===== src/rtl/sipo_rx_pkg.sv =====
// sipo_rx_pkg: shared output-state type and bit-counter width helper for sipo_rx.
package sipo_rx_pkg;
  typedef enum logic {S_EMPTY, S_FULL} out_state_e;
  function automatic int cnt_width(input int w);
    return $clog2(w + 2);
  endfunction
endpackage


===== src/rtl/sipo_bit_cnt.sv =====
// sipo_bit_cnt: frame-length bit counter with strobe, sync clear and terminal-count pulse.
module sipo_bit_cnt
  import sipo_rx_pkg::*;
#(
  parameter int W     = 8,
  parameter int FRAME = W
) (
  input  logic clk,
  input  logic rst_b,
  input  logic clr,
  input  logic stb,
  output logic tc
);
  localparam int CW = cnt_width(W);
  logic [CW-1:0] cnt_q, cnt_d;
  logic last;
  assign last  = cnt_q == CW'(FRAME - 1);
  assign tc    = stb & ~clr & last;
  assign cnt_d = clr ? '0 : !stb ? cnt_q : last ? '0 : cnt_q + CW'(1);
  always_ff @(posedge clk or negedge rst_b)
    if (!rst_b) cnt_q <= '0;
    else        cnt_q <= cnt_d;
endmodule


===== src/rtl/sipo_rx.sv =====
// sipo_rx: LSB-first serial-to-parallel receiver with double-buffered valid/ready output.
// Define SIPO_RX_PARITY_EN to append an even-parity bit to each frame and report perr.
module sipo_rx
  import sipo_rx_pkg::*;
#(
  parameter int W = 8
) (
  input  logic         clk,
  input  logic         rst_b,
  input  logic         clr,
  input  logic         bit_vld,
  input  logic         bit_in,
  input  logic         out_rdy,
  output logic [W-1:0] data_out,
  output logic         out_vld,
  output logic         ovr,
  output logic         perr
);
`ifdef SIPO_RX_PARITY_EN
  localparam int FRAME = W + 1;
`else
  localparam int FRAME = W;
`endif
  logic [W-1:0] sreg_q, sreg_d, word_d, data_q;
  out_state_e   state_q;
  logic         ovr_q, done, load, overrun;
  sipo_bit_cnt #(.W(W), .FRAME(FRAME)) u_cnt (
    .clk  (clk),
    .rst_b(rst_b),
    .clr  (clr),
    .stb  (bit_vld),
    .tc   (done)
  );
  assign sreg_d  = W'({bit_in, sreg_q} >> 1);
`ifdef SIPO_RX_PARITY_EN
  // The parity bit is the last one in; the data bits are already in place.
  assign word_d  = sreg_q;
`else
  assign word_d  = sreg_d;
`endif
  assign load    = done & (state_q == S_EMPTY | out_rdy);
  assign overrun = done & state_q == S_FULL & ~out_rdy;
  always_ff @(posedge clk or negedge rst_b) begin
    if (!rst_b) begin
      sreg_q  <= '0;
      data_q  <= '0;
      state_q <= S_EMPTY;
      ovr_q   <= 1'b0;
    end else if (clr) begin
      sreg_q <= '0;
      ovr_q  <= 1'b0;
    end else begin
      if (bit_vld) sreg_q <= sreg_d;
      if (overrun) ovr_q <= 1'b1;
      if (load) begin
        data_q  <= word_d;
        state_q <= S_FULL;
      end else if (out_rdy) begin
        state_q <= S_EMPTY;
      end
    end
  end
`ifdef SIPO_RX_PARITY_EN
  logic perr_q;
  always_ff @(posedge clk or negedge rst_b)
    if (!rst_b)    perr_q <= 1'b0;
    else if (load) perr_q <= ^{bit_in, sreg_q};
  assign perr = perr_q;
`else
  assign perr = 1'b0;
`endif
  assign data_out = data_q;
  assign out_vld  = state_q == S_FULL;
  assign ovr      = ovr_q;
endmodule


===== config.mk =====
export PLATFORM = sky130hd
export DESIGN_NAME = sipo_rx
export DESIGN_NICKNAME = d
export VERILOG_FILES = /design/src/rtl/sipo_rx_pkg.sv /design/src/rtl/sipo_bit_cnt.sv /design/src/rtl/sipo_rx.sv
export SDC_FILE = /design/constraint.sdc
export NUM_CORES = 1
export LEC_CHECK = 0
export CAP_MARGIN = 40
export CORE_MARGIN = 2
export CORE_UTILIZATION = 35
export CTS_CLUSTER_SIZE = 25
export DETAILED_ROUTE_END_ITERATION = 7
export GPL_TIMING_DRIVEN = 0
export HOLD_SLACK_MARGIN = 0.06
export PLACE_DENSITY = 0.59
export SLEW_MARGIN = 30
export SYNTH_ARGS = -nofsm -noshare
export SYNTH_HDL_FRONTEND = slang
export SYNTH_SLANG_ARGS = --single-unit
export TNS_END_PERCENT = 30

===== constraint.sdc =====
create_clock -name clk -period 2.2 [get_ports clk]
set_input_delay 0.33 -clock clk [delete_from_list [all_inputs] [get_ports clk]]
set_output_delay 0.33 -clock clk [all_outputs]
set_load 0.05 [all_outputs]

==> results of run 1 <==
## per-layer routing
layer,GRT usage [%],up-vias
li1,-,277
met1,13.9,276
met2,18.5,14
met3,6.28,0
met4,2.50,0
met5,0,-
## power groups by stage
stage	sequential [uW]	combinational (uW)	clock, uW
after floorplan	405	24.5	0
after global placement	404	50.8	0
after detailed placement	403	50.4	0
after CTS	396	52.2	199
after global routing	397	56.1	213
final	396	50.6	183
## worst max-delay path by stage
| stage | from | endpoint | depth (start not counted) |
|---|---|---|---|
| final | out_vld$_DFFE_PN0P_ | out_vld | 1 |
| after global routing | u_cnt.cnt_q[0]$_DFFE_PN0P_ | data_out[6]$_DFFE_PN0P_ | 4 |
| after CTS | u_cnt.cnt_q[0]$_DFFE_PN0P_ | data_out[6]$_DFFE_PN0P_ | 4 |
| after detailed placement | bit_vld | data_out[0]$_DFFE_PN0P_ | 4 |
| after global placement | bit_vld | data_out[4]$_DFFE_PN0P_ | 4 |
| after floorplan | out_vld$_DFFE_PN0P_ | data_out[7]$_DFFE_PN0P_ | 3 |
## cell usage in the layout, fill, tap and decap left out, types with 3 or more instances in the layout
| master | count |
|---|---|
| mux2i_1 | 8 |
| clkbuf_4 | 3 |
| mux2_2 | 8 |
| inv_1 | 3 |
| clkdlybuf4s50_1 | 14 |
| nor2_1 | 9 |
| nand2_1 | 4 |
| dfrtp_1 | 21 |
## area by class of cell
cell class	instances	area [um2]
multi-input cells	43	332
plain buffers	3	16.3
well taps	30	37.5
repair buffers	16	155
flip-flops and latches	21	526
inverters	3	11.3
clock buffers	4	26.3
fillers	257	1330
## cell families (layout without fill, tap and decap cells)
| family | Yosys count | after routing | synth area share [%] |
|---|---|---|---|
| DFF | 21 | 21 | 59.4 |
| muxes | 16 | 16 | 19.2 |
| and+or+nand+nor | 20 | 20 | 13.0 |
| other | 1 | 1 | 0.424 |
| buffers and inverters | 6 | 26 | 3.11 |
| adders and majority gates | 1 | 1 | 1.41 |
| AOI/OAI and AO/OA | 4 | 4 | 2.40 |
| xor gates and xnor gates | 1 | 1 | 0.990 |
## per-stage QoR
| step | area, um2 | utilization [%] |
|---|---|---|
| global placement | 1070 | 44.1 |
| floorplan | 885 | - |
| global route | 1100 | 45.4 |
| finish | 1100 | 45.4 |
| detailed placement | 1070 | 43.9 |
| CTS | 1100 | 45.4 |
## registers in the layout (all words and copies together), names as in the netlist
name	cells
out_vld	1
sreg_q	7
ovr	1
u_cnt.cnt_q	4
data_out	8
==> impl_metrics.tcl, run 1 <==
set metrics [dict create \
    drive_above_1_share_pct 18.9 \
    drc 0 \
    grt_use_total_pct 11.6 \
    synth_ff_type "dfrtp_1" \
    path_max_fanout 3 \
    grt.overflow.total 0 \
    antenna_found_initial 0 \
    crit_family "buffers and inverters" \
    core_area_um2 2430 \
    met2_length_um 682 \
    fin_tns_setup_ns 0 \
    power.total_uw 630 \
    fin_skew_ns 0.00459 \
    die_x_um 54.3 \
    status "finished clean" \
    maxSlewHeadroom_pct 60.7 \
    rows 18 \
    startpoint_type "flop" \
    crit_chain "clkdlybuf4s50_1" \
    period_share_pct 82.4 \
    max_freq_mhz 552 \
    setup_viol 0 \
    firstDrtPassIters 4 \
    ff2ff_path_depth 4 \
    critPathBufInv 1 \
    drv_slew 0 \
    combPwrFrac_pct 8.0 \
    power.switching_uw 147 \
    synth_top_area_cell "dfrtp_1" \
    ctsLongestPathBuffers 2 \
    hp-class "in2async" \
    cts_root_buffer "clkbuf_4" \
    pwr-share-clk_pct 29.1 \
    timing.final.crit_period_ns 1.81 \
    wl_met1_um 666 \
    maxCapViolCount 0 \
    grt_max_degree 22 \
    synthArstFlopShare_pct 100 \
    cts_tree "yes" \
    arrival_ns 1.48 \
    synth_cells 70 \
    power_frac_seq_pct 62.9 \
    route.detailed.wl_per_inst_um 12.1 \
    setup_ws_ns 0.388 \
    io_pins 17 \
    cts_setup_buffers 0 \
    p_int_uw 483 \
    layout.cells.non_filler 120 \
    power.density_nw_per_um2 571 \
    netlist_top_cells_area "dfrtp_1 (59%), mux2_2 (10%), mux2i_1 (9.1%)" \
    cts_hold_buf 1 \
    r2r-end "data_out[6]$_DFFE_PN0P_" \
    syn_nets 77 \
    hpwlAfterDp_um 984 \
    grt_pass1_vias 539 \
    ys_warn_count 0 \
    vias_per_cell 4.73 \
    die_area_um2 2950 \
    slowest_stage "clkdlybuf4s50_1" \
    yosys.cell_types.count 20 \
    area_delta_synth_final_pct 24.8 \
    start_util_pct 36.4 \
    clk_pin_slew_ns 0.11 \
    reg2reg_slack_ns 0.39 \
    pre_cts_ws_ns 0.150 \
    timing.hold.ws_ns 0.495 \
    synth_commonest_cells "dfrtp_1 (21), nor2_1 (9), mux2_2 (8), mux2i_1 (8), nand2_1 (4)" \
    crit_path_end_kind "output pin" \
    synth_most_common_cell "dfrtp_1" \
    topRoutingLayerUsed "met3" \
    p_sw_share_pct 23.4 \
    grt_pass1_wl_um 2340 \
    diodes 0 \
    rsz0062_at_grt "false" \
    syn-cell-area_um2 885 \
    wirelength_um 1450 \
    path_class "reg2out" \
    worst_pin_slew_ns 0.587 \
    cts_resized 0 \
    final_nets 98 \
    cts_sinks 21 \
    cellLeakagePower_uw 0.000535 \
    required_ns 1.87 \
    drtIter0Drc 2 \
    cts_made_buffers 3 \
    postRouteAntennaNets 0 \
    synth_edf_count 0 \
    hold_viol_final 0 \
    ir_worst_vdd_uv 387 \
    gp_congestion 0.666 \
    reg2reg_from "u_cnt.cnt_q[0]$_DFFE_PN0P_" \
    portBuffers 15 \
    vias 567 \
    avgSynthCellArea_um2 12.6 \
    dp_cells 115 \
    clk_latency_ns 0.30 \
    ys_seq_area_share_pct 59.4 \
    ys_ff_latch 21 \
    dr_wl_met3_um 102 \
    h-tree-depth 1 \
    synth_top_cell_area_share_pct 59.4 \
    max_stage_delay_ns 0.81 \
    die_h_um 54.3 \
]
Power figures use the tool's default switching activity.
==> run 2: changes to the inputs <==
- PLACE_DENSITY: 0.59 -> 0.61
- clock period: 2.2 -> 1.5 ns (I/O delays scaled with it)
==> run 2 against run 1 <==
The flow now finishes with violations (negative setup slack); register-to-register slack got worse by 0.48 ns; wire length up 17%; global-route usage increased by 1.1 points; sequential share of layout area decreased by 3.6 points; combinational power grew 80%; clock power rose by 49%; first-iteration DRC count grew to 4.0 times the previous value; hold slack worse by 0.29 ns; power increased by 50%; non-clock buffer count rose by 8; cell count increased by 6.7%; largest power group unchanged.
==> impl_metrics.tcl, run 2 (same netlist as run 1, synthesis figures left out) <==
set metrics [dict create \
    io_pins 17 \
    grt.overflow.total 0 \
    area_delta_synth_final_pct 35.2 \
    max_freq_mhz 627 \
    cts_root_buffer "clkbuf_4" \
    hp-class "in2async" \
    cts_made_buffers 3 \
    diodes 0 \
    start_util_pct 36.4 \
    wirelength_um 1690 \
    cts_hold_buf 0 \
    status "complete, but fails checks" \
    drive_above_1_share_pct 28.6 \
    rows 18 \
    setup_viol 10 \
    crit_chain "ha_2 -> nand3b_1 -> nor4b_4 -> buf_4 -> mux2_4" \
    period_share_pct 106 \
    core_area_um2 2430 \
    final_common_cell "dfrtp_1" \
    vias 602 \
    path_class "reg2reg" \
    path_max_fanout 3 \
    setup_ws_ns -0.0939 \
    clk_latency_ns 0.30 \
    clk_pin_slew_ns 0.12 \
    design_area_um2 1200 \
    slowest_stage "dfrtp_1" \
    placed_area_um2 1080 \
    timing.final.crit_period_ns 1.59 \
    firstDrtPassIters 4 \
    fin_tns_setup_ns -0.762 \
    arrival_ns 1.80 \
    grt_pass1_vias 564 \
    final_nets 106 \
    max_stage_delay_ns 0.38 \
    drtIter0Drc 8 \
    grt_max_degree 15 \
    cts_tree "yes" \
    die_x_um 54.3 \
    fin_skew_ns 0.00390 \
    dp_cells 116 \
    register_area_um2 527 \
    required_ns 1.70 \
    hpwlAfterDp_um 1050 \
    grt_use_total_pct 12.7 \
    largest_register_ffs 8 \
    n_fill_cell 240 \
    multi_input_area_um2 364 \
    route.detailed.wl_per_inst_um 13.2 \
    ir_worst_vdd_uv 532 \
    cts_sinks 21 \
    postRouteAntennaNets 0 \
    die_area_um2 2950 \
    gp_congestion 0.713 \
    final_cell_mix "dfrtp_1 (20), dlygate4sd2_1 (10), nor2_1 (9)" \
    cellLeakagePower_uw 0.000633 \
    vias_per_cell 4.70 \
    portBuffers 15 \
    grt_pass1_wl_um 2610 \
    layout.cells.non_filler 128 \
    maxCapViolCount 0 \
    crit_path_end_kind "flop" \
    h-tree-depth 1 \
    ctsLongestPathBuffers 2 \
    rsz0062_at_grt "true" \
    drv_slew 0 \
    drc 0 \
    pre_cts_ws_ns -0.486 \
    power.density_nw_per_um2 789 \
    hold_viol_final 0 \
    violations "negative setup slack" \
    startpoint_type "flop" \
    antenna_found_initial 0 \
    die_h_um 54.3 \
]
[run 2: worst paths after layout]
path | from | to | slack [ns] | cells past startpoint
setup / recovery | u_cnt.cnt_q[1]$_DFFE_PN0P_ | data_out[5]$_DFFE_PN0P_ | -0.09 | 5
hold / removal | rst_b | u_cnt.cnt_q[0]$_DFFE_PN0P_ | 0.21 | 1
setup reg to reg | u_cnt.cnt_q[1]$_DFFE_PN0P_ | data_out[5]$_DFFE_PN0P_ | -0.09 | 5
hold reg to reg | data_out[6]$_DFFE_PN0P_ | data_out[6]$_DFFE_PN0P_ | 0.52 | 1
max in group asynchronous | rst_b | data_out[2]$_DFFE_PN0P_ | 0.84 | 2
min in group clk | data_out[6]$_DFFE_PN0P_ | data_out[6]$_DFFE_PN0P_ | 0.52 | 1
[run 2: layout make-up]
class	instances	area share [%]
Buffer	3	1.36
Sequential cell	21	44.0
Inverter	3	0.941
Clock buffer	3	1.88
Multi-Input combinational cell	43	30.4
Timing Repair Buffer	24	17.8
Tap cell	30	3.14
Clock inverter	1	0.418
[run 2: worst max-delay path: cells and delay by family, from the launching register on]
kind,cells,cell delay (ns)
adder cells (fa/ha/maj),1,0.20
buffers and inverters,1,0.19
flip-flops,1,0.38
multiplexers,1,0.29
AND/OR/NAND/NOR,2,0.42
[run 2: routing by layer]
layer,part of all wire (%),routed length (um),track usage (%),up-vias
li1,-,-,-,291
met1,49,835,17.9,296
met2,45,767,18.1,13
met3,4.8,81,2.46,2
met4,0.59,10,7.50,0
met5,0,0,0,-
[run 2: power breakdown]
| part | leakage [uW] | switching [uW] | internal, uW |
|---|---|---|---|
| sequential | 0.000289 | 5.91 | 574 |
| clock | 0.0000177 | 173 | 99.4 |
| combinational | 0.000326 | 50.1 | 41.0 |
[run 2: per-stage QoR]
stage	hold WS, ns	utilization [%]	power [uW]
global placement	0.490	44.1	666
floorplan	-0.0706	-	630
finish	0.207	49.2	944
global route	0.212	49.2	989
CTS	0.193	47.8	963
detailed placement	0.495	44.6	671
[run 2: timing repair]
item | CTS | global route
pin swaps | 2 | 2
gates cloned | 0 | 0
buffers inserted | 6 | 2
setup endpoints to repair | 18 | 10
resized for setup | 15 | 5
==> run 3: changes to the inputs <==
- CELL_PAD_IN_SITES_DETAIL_PLACEMENT: unset -> 0
- CELL_PAD_IN_SITES_GLOBAL_PLACEMENT: unset -> 1
- CORE_UTILIZATION: 35 -> 30
- PLACE_DENSITY: 0.61 -> 0.64
==> run 3 against run 2 <==
The flow still finishes with violations (negative setup slack); die area rose by 15%; critical path depth did not move; power rose by 0.29%; fmax rose by 0.27%; non-clock buffer count fell by 1; first-iteration DRC count rose to 4.0 times the previous value; hold slack improved by 0.011 ns; wire length fell by 1.7%; largest power group unchanged; sequential power barely moved; clock power rose by 1%; highest routed layer is now met3; core utilization fell by 6.3 points; critical endpoint is now data_out[2]$_DFFE_PN0P_; sequential share of layout area rose by 0.093 points.
==> impl_metrics.tcl, run 3 (same netlist as run 1, synthesis figures left out) <==
set metrics [dict create \
    status "complete, but fails checks" \
    violations "negative setup slack" \
    power.density_nw_per_um2 793 \
    drc 0 \
    area_delta_synth_final_pct 34.9 \
    rsz0062_at_grt "true" \
    maxCapViolCount 0 \
    max_freq_mhz 629 \
    path_max_fanout 7 \
    required_ns 1.70 \
    arrival_ns 1.79 \
    period_share_pct 106 \
    grt.overflow.total 0 \
    hp-class "in2async" \
    design_area_um2 1190 \
    drtIter0Drc 32 \
    grt_max_degree 14 \
    postRouteAntennaNets 0 \
    h-tree-depth 1 \
    cts_made_buffers 3 \
    rows 19 \
    drive_above_1_share_pct 27.8 \
    cellLeakagePower_uw 0.000629 \
    drv_slew 0 \
    vias 602 \
    crit_path_end_kind "flop" \
    io_pins 17 \
    path_class "reg2reg" \
    hpwlAfterDp_um 1050 \
    wirelength_um 1670 \
    startpoint_type "flop" \
    start_util_pct 31.8 \
    placed_area_um2 1090 \
    grt_use_total_pct 11.4 \
    route.detailed.wl_per_inst_um 13.0 \
    vias_per_cell 4.70 \
    cts_hold_buf 0 \
    cts_tree "yes" \
    power.total_uw 947 \
    critPathBufInv 1 \
    gp_congestion 0.695 \
    clk_pin_slew_ns 0.12 \
    antenna_found_initial 0 \
    setup_ws_ns -0.0897 \
    hold_viol_final 0 \
    final_common_cell "dfrtp_1" \
    fin_tns_setup_ns -0.676 \
    portBuffers 15 \
    largest_register_ffs 8 \
    timing.final.crit_period_ns 1.59 \
    core_area_um2 2780 \
    slowest_stage "dfrtp_1" \
    register_area_um2 527 \
    max_stage_delay_ns 0.38 \
    die_area_um2 3400 \
    cts_root_buffer "clkbuf_4" \
    crit_family "simple AND/OR/NAND/NOR gates" \
    cts_sinks 21 \
    multi_input_area_um2 364 \
    grt_pass1_vias 611 \
    ctsLongestPathBuffers 2 \
    die_x_um 58.3 \
    setup_viol 9 \
    crit_chain "ha_2 -> nand3b_1 -> nor4b_4 -> buf_6 -> mux2_4" \
    n_fill_cell 275 \
    die_h_um 58.3 \
    diodes 0 \
    fin_skew_ns 0.00456 \
    firstDrtPassIters 4 \
    final_cell_mix "dfrtp_1 (20), dlygate4sd2_1 (10), nor2_1 (9)" \
    clk_latency_ns 0.30 \
    ir_worst_vdd_uv 606 \
    final_nets 105 \
    grt_pass1_wl_um 2880 \
]
==> run 3: cell count changes in the layout (fill, tap and decap cells not counted) <==
cell / previous run / this run
buf_4: 8 / 7
buf_6: 2 / 1
buf_8: 0 / 1
==> run 3: final cells by class <==
| cell class | count | share of cell area [%] |
|---|---|---|
| sequential | 21 | 44.1 |
| timing repair buffer | 23 | 17.5 |
| buffer | 3 | 1.36 |
| clock inverter | 1 | 0.419 |
| inverter | 3 | 0.943 |
| clock buffer | 3 | 1.89 |
| multi-input combinational | 43 | 30.5 |
| tap | 31 | 3.25 |
==> run 3: final timing paths <==
path / from / end / slack [ns] / cells after the start
min in group clk: data_out[6]$_DFFE_PN0P_ / data_out[6]$_DFFE_PN0P_ / 0.52 / 1
min reg2reg: data_out[6]$_DFFE_PN0P_ / data_out[6]$_DFFE_PN0P_ / 0.52 / 1
max in group asynchronous: rst_b / u_cnt.cnt_q[1]$_DFFE_PN0P_ / 0.84 / 2
max reg2reg: u_cnt.cnt_q[0]$_DFFE_PN0P_ / data_out[2]$_DFFE_PN0P_ / -0.09 / 5
max: u_cnt.cnt_q[0]$_DFFE_PN0P_ / data_out[2]$_DFFE_PN0P_ / -0.09 / 5
min: rst_b / out_vld$_DFFE_PN0P_ / 0.22 / 1
==> run 3: metrics by stage <==
stage	hold WS (ns)	utilization (%)	setup slack, ns	instances
finish	0.218	42.9	-0.0897	128
global route	0.232	42.9	-0.165	128
CTS	0.224	42.1	-0.131	127
detailed placement	0.494	39.2	-0.507	117
global placement	0.488	38.6	-0.512	116
floorplan	-0.0706	-	-0.0999	70
==> run 3: report_power, final <==
| part | switching, uW | leakage, uW | total [uW] | internal [uW] |
|---|---|---|---|---|
| Sequential | 5.81 | 0.000289 | 580 | 574 |
| Clock | 177 | 0.0000177 | 277 | 99.4 |
| Combinational | 49.1 | 0.000322 | 89.9 | 40.8 |
==> run 3: worst register-to-register path: cells and delay by family (launching register included) <==
family                   cells  cell delay (ns)
adder cells (fa/ha/maj)      1             0.18
buffers and inverters        1             0.20
flip-flops                   1             0.38
multiplexers                 1             0.31
AND/OR/NAND/NOR              2             0.42
==> run 3: layer usage <==
| layer | wire [um] | global-route usage, % | vias to the layer above |
|---|---|---|---|
| li1 | - | - | 290 |
| met5 | 0 | 0 | - |
| met4 | 0 | 2.99 | 0 |
| met2 | 766 | 17.5 | 17 |
| met3 | 96 | 4.40 | 0 |
| met1 | 802 | 15.1 | 295 |
==> run 3: timing repair <==
action / 4_1_cts / 5_1_grt
gates resized for setup: 16 / 4
endpoints found under the hold margin: 0 / 0
endpoints found under the setup margin: 18 / 9
pin swaps: 2 / 2
buffers inserted: 6 / 1
